**config.mk**
```make
export PLATFORM = sky130hd
export DESIGN_NAME = seq_pattern_tx
export DESIGN_NICKNAME = d
export VERILOG_FILES = /design/src/rtl/seq_pkg.sv /design/src/rtl/seq_down_counter.sv /design/src/rtl/seq_pattern_tx.sv
export SDC_FILE = /design/constraint.sdc
export NUM_CORES = 1
export LEC_CHECK = 0
export ABC_AREA = 1
export BUFFER_PORTS_ARGS = -buffer_cell sky130_fd_sc_hd__buf_2
export CELL_PAD_IN_SITES_DETAIL_PLACEMENT = 2
export CELL_PAD_IN_SITES_GLOBAL_PLACEMENT = 2
export CORE_UTILIZATION = 25
export CTS_CLUSTER_SIZE = 16
export DETAILED_ROUTE_END_ITERATION = 12
export PLACE_DENSITY = 0.62
export SLEW_MARGIN = 10
export SYNTH_ARGS = -nofsm -noshare
export SYNTH_HDL_FRONTEND = slang
export SYNTH_SLANG_ARGS = --single-unit
```
**constraint.sdc**
```tcl
create_clock -name clk -period 2.2 [get_ports clk]
set_input_delay 0.44 -clock clk [delete_from_list [all_inputs] [get_ports clk]]
set_output_delay 0.44 -clock clk [all_outputs]
set_load 0.02 [all_outputs]
```
**src/rtl/seq_pkg.sv**
```systemverilog
// Shared constants for the pattern transmitter and the sequence-detector benches.
package seq_pkg;
  typedef enum logic [1:0] {
    IDLE = 2'd0,
    SEND = 2'd1,
    GAP  = 2'd2,
    DONE = 2'd3
  } seq_state_e;

  localparam int         PAT_W_DEF = 5;
  localparam logic [4:0] PAT_10110 = 5'b10110;
endpackage

```
**src/rtl/seq_down_counter.sv**
```systemverilog
// Loadable down-counter with zero flag; load has priority over decrement.
module seq_down_counter #(
  parameter int W = 4
) (
  input  logic         clk,
  input  logic         rst_n,
  input  logic         load,
  input  logic [W-1:0] load_val,
  input  logic         dec,
  output logic [W-1:0] cnt,
  output logic         zero
);
  always_ff @(posedge clk or negedge rst_n) begin
    if (!rst_n)    cnt <= '0;
    else if (load) cnt <= load_val;
    else if (dec)  cnt <= cnt - W'(1);
  end

  assign zero = (cnt == '0);
endmodule

```
**src/rtl/seq_pattern_tx.sv**
```systemverilog
// Serial pattern transmitter, MSB first, with repeat count and idle gap.
// Build option SEQ_TX_PARITY_EN appends an even-parity bit after each pattern.
module seq_pattern_tx
  import seq_pkg::*;
#(
  parameter int             PAT_W   = PAT_W_DEF,
  parameter logic [PAT_W-1:0] PATTERN = PAT_W'(PAT_10110),
  parameter int             REP_W   = 4,
  parameter int             GAP_W   = 4
) (
  input  logic             clk,
  input  logic             rst_n,
  input  logic             start,
  input  logic [REP_W-1:0] rep_cnt,
  input  logic [GAP_W-1:0] gap,
  output logic             out,
  output logic             valid,
  output logic             busy,
  output logic             done
);
  localparam int BW = $clog2(PAT_W);

  seq_state_e       state_q, state_d;
  logic             out_q, out_d;
  logic [GAP_W-1:0] gap_q;

  logic [BW-1:0]    bit_idx, idx_m1;
  logic             bit_zero, bit_load, bit_dec;
  logic [REP_W-1:0] reps_left, reps_init;
  logic             reps_zero, reps_load, reps_dec;
  logic [GAP_W-1:0] gap_cnt;
  logic             gap_zero, gap_load, gap_dec;
  logic             end_pat;

  assign idx_m1    = bit_idx - BW'(1);
  assign reps_init = (rep_cnt == '0) ? REP_W'(1) : rep_cnt;
  assign reps_load = (state_q == IDLE) && start;

  seq_down_counter #(.W(BW)) u_bit (
    .clk(clk), .rst_n(rst_n), .load(bit_load), .load_val(BW'(PAT_W-1)),
    .dec(bit_dec), .cnt(bit_idx), .zero(bit_zero)
  );

  seq_down_counter #(.W(REP_W)) u_reps (
    .clk(clk), .rst_n(rst_n), .load(reps_load), .load_val(reps_init),
    .dec(reps_dec), .cnt(reps_left), .zero(reps_zero)
  );

  // Gap counter is loaded with gap-1 so the zero flag marks the last idle cycle.
  seq_down_counter #(.W(GAP_W)) u_gap (
    .clk(clk), .rst_n(rst_n), .load(gap_load), .load_val(gap_q - GAP_W'(1)),
    .dec(gap_dec), .cnt(gap_cnt), .zero(gap_zero)
  );

  logic unused;
  assign unused = ^{reps_zero, gap_cnt};

`ifdef SEQ_TX_PARITY_EN
  localparam logic PAR_BIT = ^PATTERN;
  logic par_q, par_d;
  assign end_pat = bit_zero && par_q;
`else
  assign end_pat = bit_zero;
`endif

  always_ff @(posedge clk or negedge rst_n) begin
    if (!rst_n) begin
      state_q <= IDLE;
      out_q   <= 1'b0;
      gap_q   <= '0;
`ifdef SEQ_TX_PARITY_EN
      par_q   <= 1'b0;
`endif
    end else begin
      state_q <= state_d;
      out_q   <= out_d;
      if (reps_load) gap_q <= gap;
`ifdef SEQ_TX_PARITY_EN
      par_q   <= par_d;
`endif
    end
  end

  // out_d is the bit that will be on the line in the cycle state_d names.
  always_comb begin
    state_d  = state_q;
    out_d    = 1'b0;
    bit_load = 1'b0;
    bit_dec  = 1'b0;
    reps_dec = 1'b0;
    gap_load = 1'b0;
    gap_dec  = 1'b0;
`ifdef SEQ_TX_PARITY_EN
    par_d    = 1'b0;
`endif
    case (state_q)
      IDLE: begin
        if (start) begin
          state_d  = SEND;
          bit_load = 1'b1;
          out_d    = PATTERN[PAT_W-1];
        end
      end
      SEND: begin
        if (end_pat) begin
          if (reps_left != REP_W'(1)) begin
            reps_dec = 1'b1;
            if (gap_q != '0) begin
              state_d  = GAP;
              gap_load = 1'b1;
            end else begin
              bit_load = 1'b1;
              out_d    = PATTERN[PAT_W-1];
            end
          end else begin
            state_d = DONE;
          end
`ifdef SEQ_TX_PARITY_EN
        end else if (bit_zero) begin
          par_d = 1'b1;
          out_d = PAR_BIT;
`endif
        end else begin
          bit_dec = 1'b1;
          out_d   = PATTERN[idx_m1];
        end
      end
      GAP: begin
        if (gap_zero) begin
          state_d  = SEND;
          bit_load = 1'b1;
          out_d    = PATTERN[PAT_W-1];
        end else begin
          gap_dec = 1'b1;
        end
      end
      DONE:    state_d = IDLE;
      default: state_d = IDLE;
    endcase
  end

  always_comb begin
    out   = out_q;
    valid = 1'b0;
    busy  = 1'b0;
    done  = 1'b0;
    case (state_q)
      SEND:    begin valid = 1'b1; busy = 1'b1; end
      GAP:     busy = 1'b1;
      DONE:    done = 1'b1;
      default: ;
    endcase
  end
endmodule

```
## Yosys cells after proc, flatten, opt, wreduce, memory -nomap -nowiden

Memory sizes are Yosys's and may differ from the RTL's.
Index checks and enable logic that the tools add are counted.

| word-level totals | value |
|---|---|
| logic and storage cells | 67 |
| bits in read-only memories | 8 |
| memories kept | 1 |
| bits of input ports | 11 |
| register bits | 18 |

Memory list:

| memory | depth | width | read ports | clocked after memory_dff | write ports | line | source |
|---|---|---|---|---|---|---|---|
| (no name shown) | 8 | 1 | 1 | 0 | 0 | seq_pattern_tx.sv:125 | `out_d = PATTERN[idx_m1];` |

| cells by class | value |
|---|---|
| add/subtract/negate cells | 4 |
| order comparisons | 1 |
| reductions and logical operators | 11 |
| equal/unequal tests | 8 |
| mux-type cells | 36 |

Operators by type and width:

| operator | number |
|---|---|
| $mux 1 | 21 |
| $mux 4 | 5 |
| $sub 4x1->4 const B | 3 |
| $mux 2 | 5 |
| $logic_not 4->1 | 2 |
| $pmux 2 s4 | 1 |
| $mux 3 | 2 |
| $ne 2x2->1 const B | 3 |
| $pmux 1 s3 | 2 |
| $reduce_bool 2->1 | 3 |
| $eq 2x2->1 const B | 2 |
| $lt 3x4->1 const B | 1 |
| $ne 4x1->1 const B | 1 |
| $reduce_and 4->1 | 1 |
| $reduce_bool 4->1 | 1 |
| $logic_not 3->1 | 1 |
| $ne 3x3->1 const B | 1 |
| $sub 3x1->3 const B | 1 |
| $eq 2x1->1 const B | 1 |
| $logic_not 2->1 | 1 |
| $reduce_or 2->1 | 1 |
| $logic_and 1x1->1 | 1 |

## Depth between registers and ports, before layout

| depth | value |
|---|---|
| depth in word-level cells | 6 |
| mapped depth | 11 |
| depth with buffers taken out | 11 |

## Modules after synthesis

Synthesis repeated with hierarchy kept, for this count alone.

| unflattened totals | value |
|---|---|
| cells, all modules | 180 |
| area, all modules | 1263.7 µm² |

By module, submodules not included:

| module | area an instance (µm²) | times used | cells an instance |
|---|---|---|---|
| seq_pattern_tx | 600.6 | 1 | 87 |
| seq_down_counter at u_gap ... | 236.5 | 2 | 33 |
| seq_down_counter at u_bit | 190.2 | 1 | 27 |

## Worst setup path before layout

Ideal clock, no wire load.

| timing path | value |
|---|---|
| path kind | flip-flop to flip-flop |
| from | register state_q[1] |
| to | register u_gap.cnt[2] |
| setup slack | 0.315 ns |
| arrival time | 1.769 ns |
| buffers on the path | 0 |
| cell stages (with the launch flop) | 12 |
| cells stage by stage | dfrtp_1 > inv_1 > ha_1 > inv_2 > nor2_8 > nand3_4 > nand2_1 > nand2_1 > ha_1 > xor2_1 > nand2_1 > nand2_1 |

| between the ends | value |
|---|---|
| cells in the longest elaborated chain, start to end | 3 |

RTL lines:

| what | line | source |
|---|---|---|
| start: declaration | seq_pattern_tx.sv:23 | `seq_state_e state_q, state_d;` |
| start signal: assignment | seq_pattern_tx.sv:75 | `state_q <= state_d;` |
| $eq 2x1->1 / $eq 2x2->1 (equally long branches) | seq_pattern_tx.sv:96 | `case (state_q)` |
| $mux 1 | seq_pattern_tx.sv:96 |  |
| $mux 4 / $reduce_bool 2->1 (equally long branches) | - |  |
| end signal: assignment | seq_down_counter.sv:15 | `else if (load) cnt <= load_val;` |
| end signal: assignment | seq_down_counter.sv:16 | `else if (dec) cnt <= cnt - W'(1);` |
| end: declaration | seq_down_counter.sv:10 | `output logic [W-1:0] cnt,` |

Several ways; a longest one is shown, not always the timed one.
A chain may end at the register's enable or synchronous reset.

## Worst setup path after layout

Ends and elaborated chain as after synthesis.

==> metrics.cfg <==
[outcome]
outcome=completed

[floorplan]
core_um2=4354
ios=15
fp.dieArea_um2=4823
start_util_pct=26.12
fp-row-count=24
die_y_um=69.45
die_x_um=69.45

[setup_path]
max_stage_delay_ns=0.40
path_depth=11
rrSetupSlack_ns=0.30
path_cells=inv_1 > ha_1 > inv_2 > nor2_8 > nand3_4 > nand2_1 > nand2_1 > ha_1 > xor2_1 > nand2_1 > nand2_1
critPathCaptureType=register
timing.rr.end=u_gap.cnt[2]
cp_top_family=simple AND/OR/NAND/NOR gates
critical_path_arrival_ns=2.05
crit_fanout=6
critical_path_class=register to register
cp-endpoint=u_gap.cnt[2]
r2r-start=state_q[1]
critPathRequiredTime_ns=2.34
path_common_cell=nand2_1
r2r_cells=11
crit_path_start=state_q[1]
start_kind=register
worst-path-buf-inv=2
slowest_stage=dfrtp_1

[pwr]
leakagePower_nw=0.6811
switching_share_pct=47.55
power_frac_seq_pct=31.0
vdd_ir_drop_max_v=0.0005564
internal_power_mw=1.033
comb_power_share_pct=57.1
p_clk_share_pct=12.0
p_switching_uw=936.1
powerDensity_nw_per_um2=1490

[timing]
relSlewSlack_pct=69.75
tightest_slew_ns=0.4537
finalSetupViolCount=0
clock.fmax_mhz=525.4
finalHoldViolCount=0
maxSlewViolCount=0
fin_crit_sh_pct=86.51
setup_ws_ns=0.2968
finalClockSkew_ns=0.007923
rsz0062_at_grt=false
period_minus_slack_ns=1.903
fin_setup_tns_ns=0

[drt]
routed-via-count=940
wirelength_um=2774
drtIter0Drc=20
drc_errors=0
dr.pass1.iters=2
routedWlPerCell_um=13.47
drtAntennaViolNets=0
drt-vias-per-instance=4.563

[min_path]
hold_class=input pin to asynchronous set/reset pin

[layout]
postLayoutCellArea_um2=1321
fillerInstances=517
nNetsFinal=177
n_antenna_cell=0
area_growth_pct=16.17
drive_gt1_share_pct=18.18

[synthesis]
yosysTopAreaCell=dfrtp_1
yosys_warnings=0
syn_inst=136
synthTopCellsByCount=nand2_1 (35), inv_1 (21), dfrtp_1 (18), o21ai_0 (11), ha_1 (10)
ys_top_cells_by_area=dfrtp_1 (40%), nand2_1 (12%), ha_1 (11%)
synthDistinctLibCells=26
post_synth.cell_area_avg_um2=8.363
synth_top_area_share_pct=39.60
synth.ff_latch_count=18
synth_area_um2=1137
synth_edf_count=0
synth_nets=157
seq_area_frac_synth_pct=39.60
async_flop_share_pct=100.0
synth_most_common_cell=nand2_1
synth_flop_cell=dfrtp_1

[clocking]
clock_latency_ns=0.25
post_cts_buffers=0
htree_levels=1
cts_buffer_depth=2
cts_made_buffers=3
clock-sinks=18
cts_resized=0
clk_pin_slew_ns=0.08
cts_root_buf=clkbuf_8
ctsHoldBuffers=0
cts_tree=yes

[placed_design]
io_buffers=14
post_dp_cell_area_um2=1280
place_congestion=0.7898
detailed_place_hpwl_um=2261
pre_cts_slack_ns=0.2729

[global_routing]
antenna_found_initial=0
grt.overflow.total=0
grt_pass1_wl_um=5106
grt_max_degree=19
grt_pass1_vias=1091
grt.total_usage_pct=13.36

[flow_run]
max-cap-violations=0

==> per-stage QoR <==
stage	hold WS, ns	total power [mW]	util [%]	instances
after CTS	0.1372	2.026	30.34	206
after global routing	0.1500	2.214	30.34	206
after detailed placement	0.4223	1.768	29.40	203
after floorplan	0.1444	1.457	-	136
after global placement	0.4066	1.703	29.40	203
final	0.1239	1.969	30.34	206
==> final cells by class <==
class	count	area (um2)	share of cell area, %
multi-input combinational	95	600.6	45.45
sequential	18	450.4	34.09
inverter	23	86.33	6.534
timing repair buffer	15	77.57	5.871
tap	52	65.06	4.924
clock buffer	3	41.29	3.125
==> power by group through the flow <==
stage	Combinational, mW	Sequential [mW]	Clock, mW
after floorplan	0.866	0.591	0
after global placement	1.09	0.608	0
after detailed placement	1.15	0.620	0
after CTS	1.16	0.614	0.255
after global routing	1.31	0.635	0.266
final	1.12	0.610	0.236
==> cell families after synthesis <==
| family | count (synthesis) | synth area share (%) |
|---|---|---|
| buffers and inverters | 23 | 7.591 |
| DFF | 18 | 39.60 |
| muxes | 1 | 0.9900 |
| and+or+nand+nor | 57 | 25.08 |
| AOI/OAI and AO/OA | 21 | 11.11 |
| xor gates and xnor gates | 6 | 4.620 |
| adders and majority gates | 10 | 11.00 |
==> metal layers <==
| layer | routed length, um | GRT usage, % | vias to the layer above |
|---|---|---|---|
| li1 | - | - | 471 |
| met1 | 1363 | 17.82 | 459 |
| met2 | 1322 | 21.79 | 8 |
| met3 | 69 | 2.616 | 2 |
| met4 | 19 | 4.082 | 0 |
| met5 | 0 | 0 | - |
==> worst min-delay path by stage <==
stage	startpoint	end	slack, ns	depth (start not counted)
after floorplan	rst_n	gap_q[0]	0.14	0
after global placement	rst_n	u_gap.cnt[1]	0.41	1
after detailed placement	rst_n	u_gap.cnt[1]	0.42	1
after CTS	rst_n	u_gap.cnt[3]	0.14	1
after global routing	rst_n	u_gap.cnt[3]	0.15	1
final	rst_n	u_gap.cnt[3]	0.12	1
==> placed cells by master, fill, tap and decap left out, types with 2 or more instances in the layout <==
cell / count
buf_2: 14
xnor2_1: 2
nand2_2: 3
nand4_1: 2
a21oi_1: 3
ha_1: 10
dfrtp_1: 18
nand2_1: 35
o21ai_0: 11
inv_1: 21
nor2_1: 6
nand3_4: 2
clkbuf_8: 3
xor2_1: 4
nand3_1: 6
==> registers in the layout (all words and copies together), names as in the netlist <==
| name | count |
|---|---|
| out | 1 |
| u_bit.cnt | 3 |
| u_gap.cnt | 4 |
| gap_q | 4 |
| state_q | 2 |
| u_reps.cnt | 4 |
(Power assumes the default switching activity.)
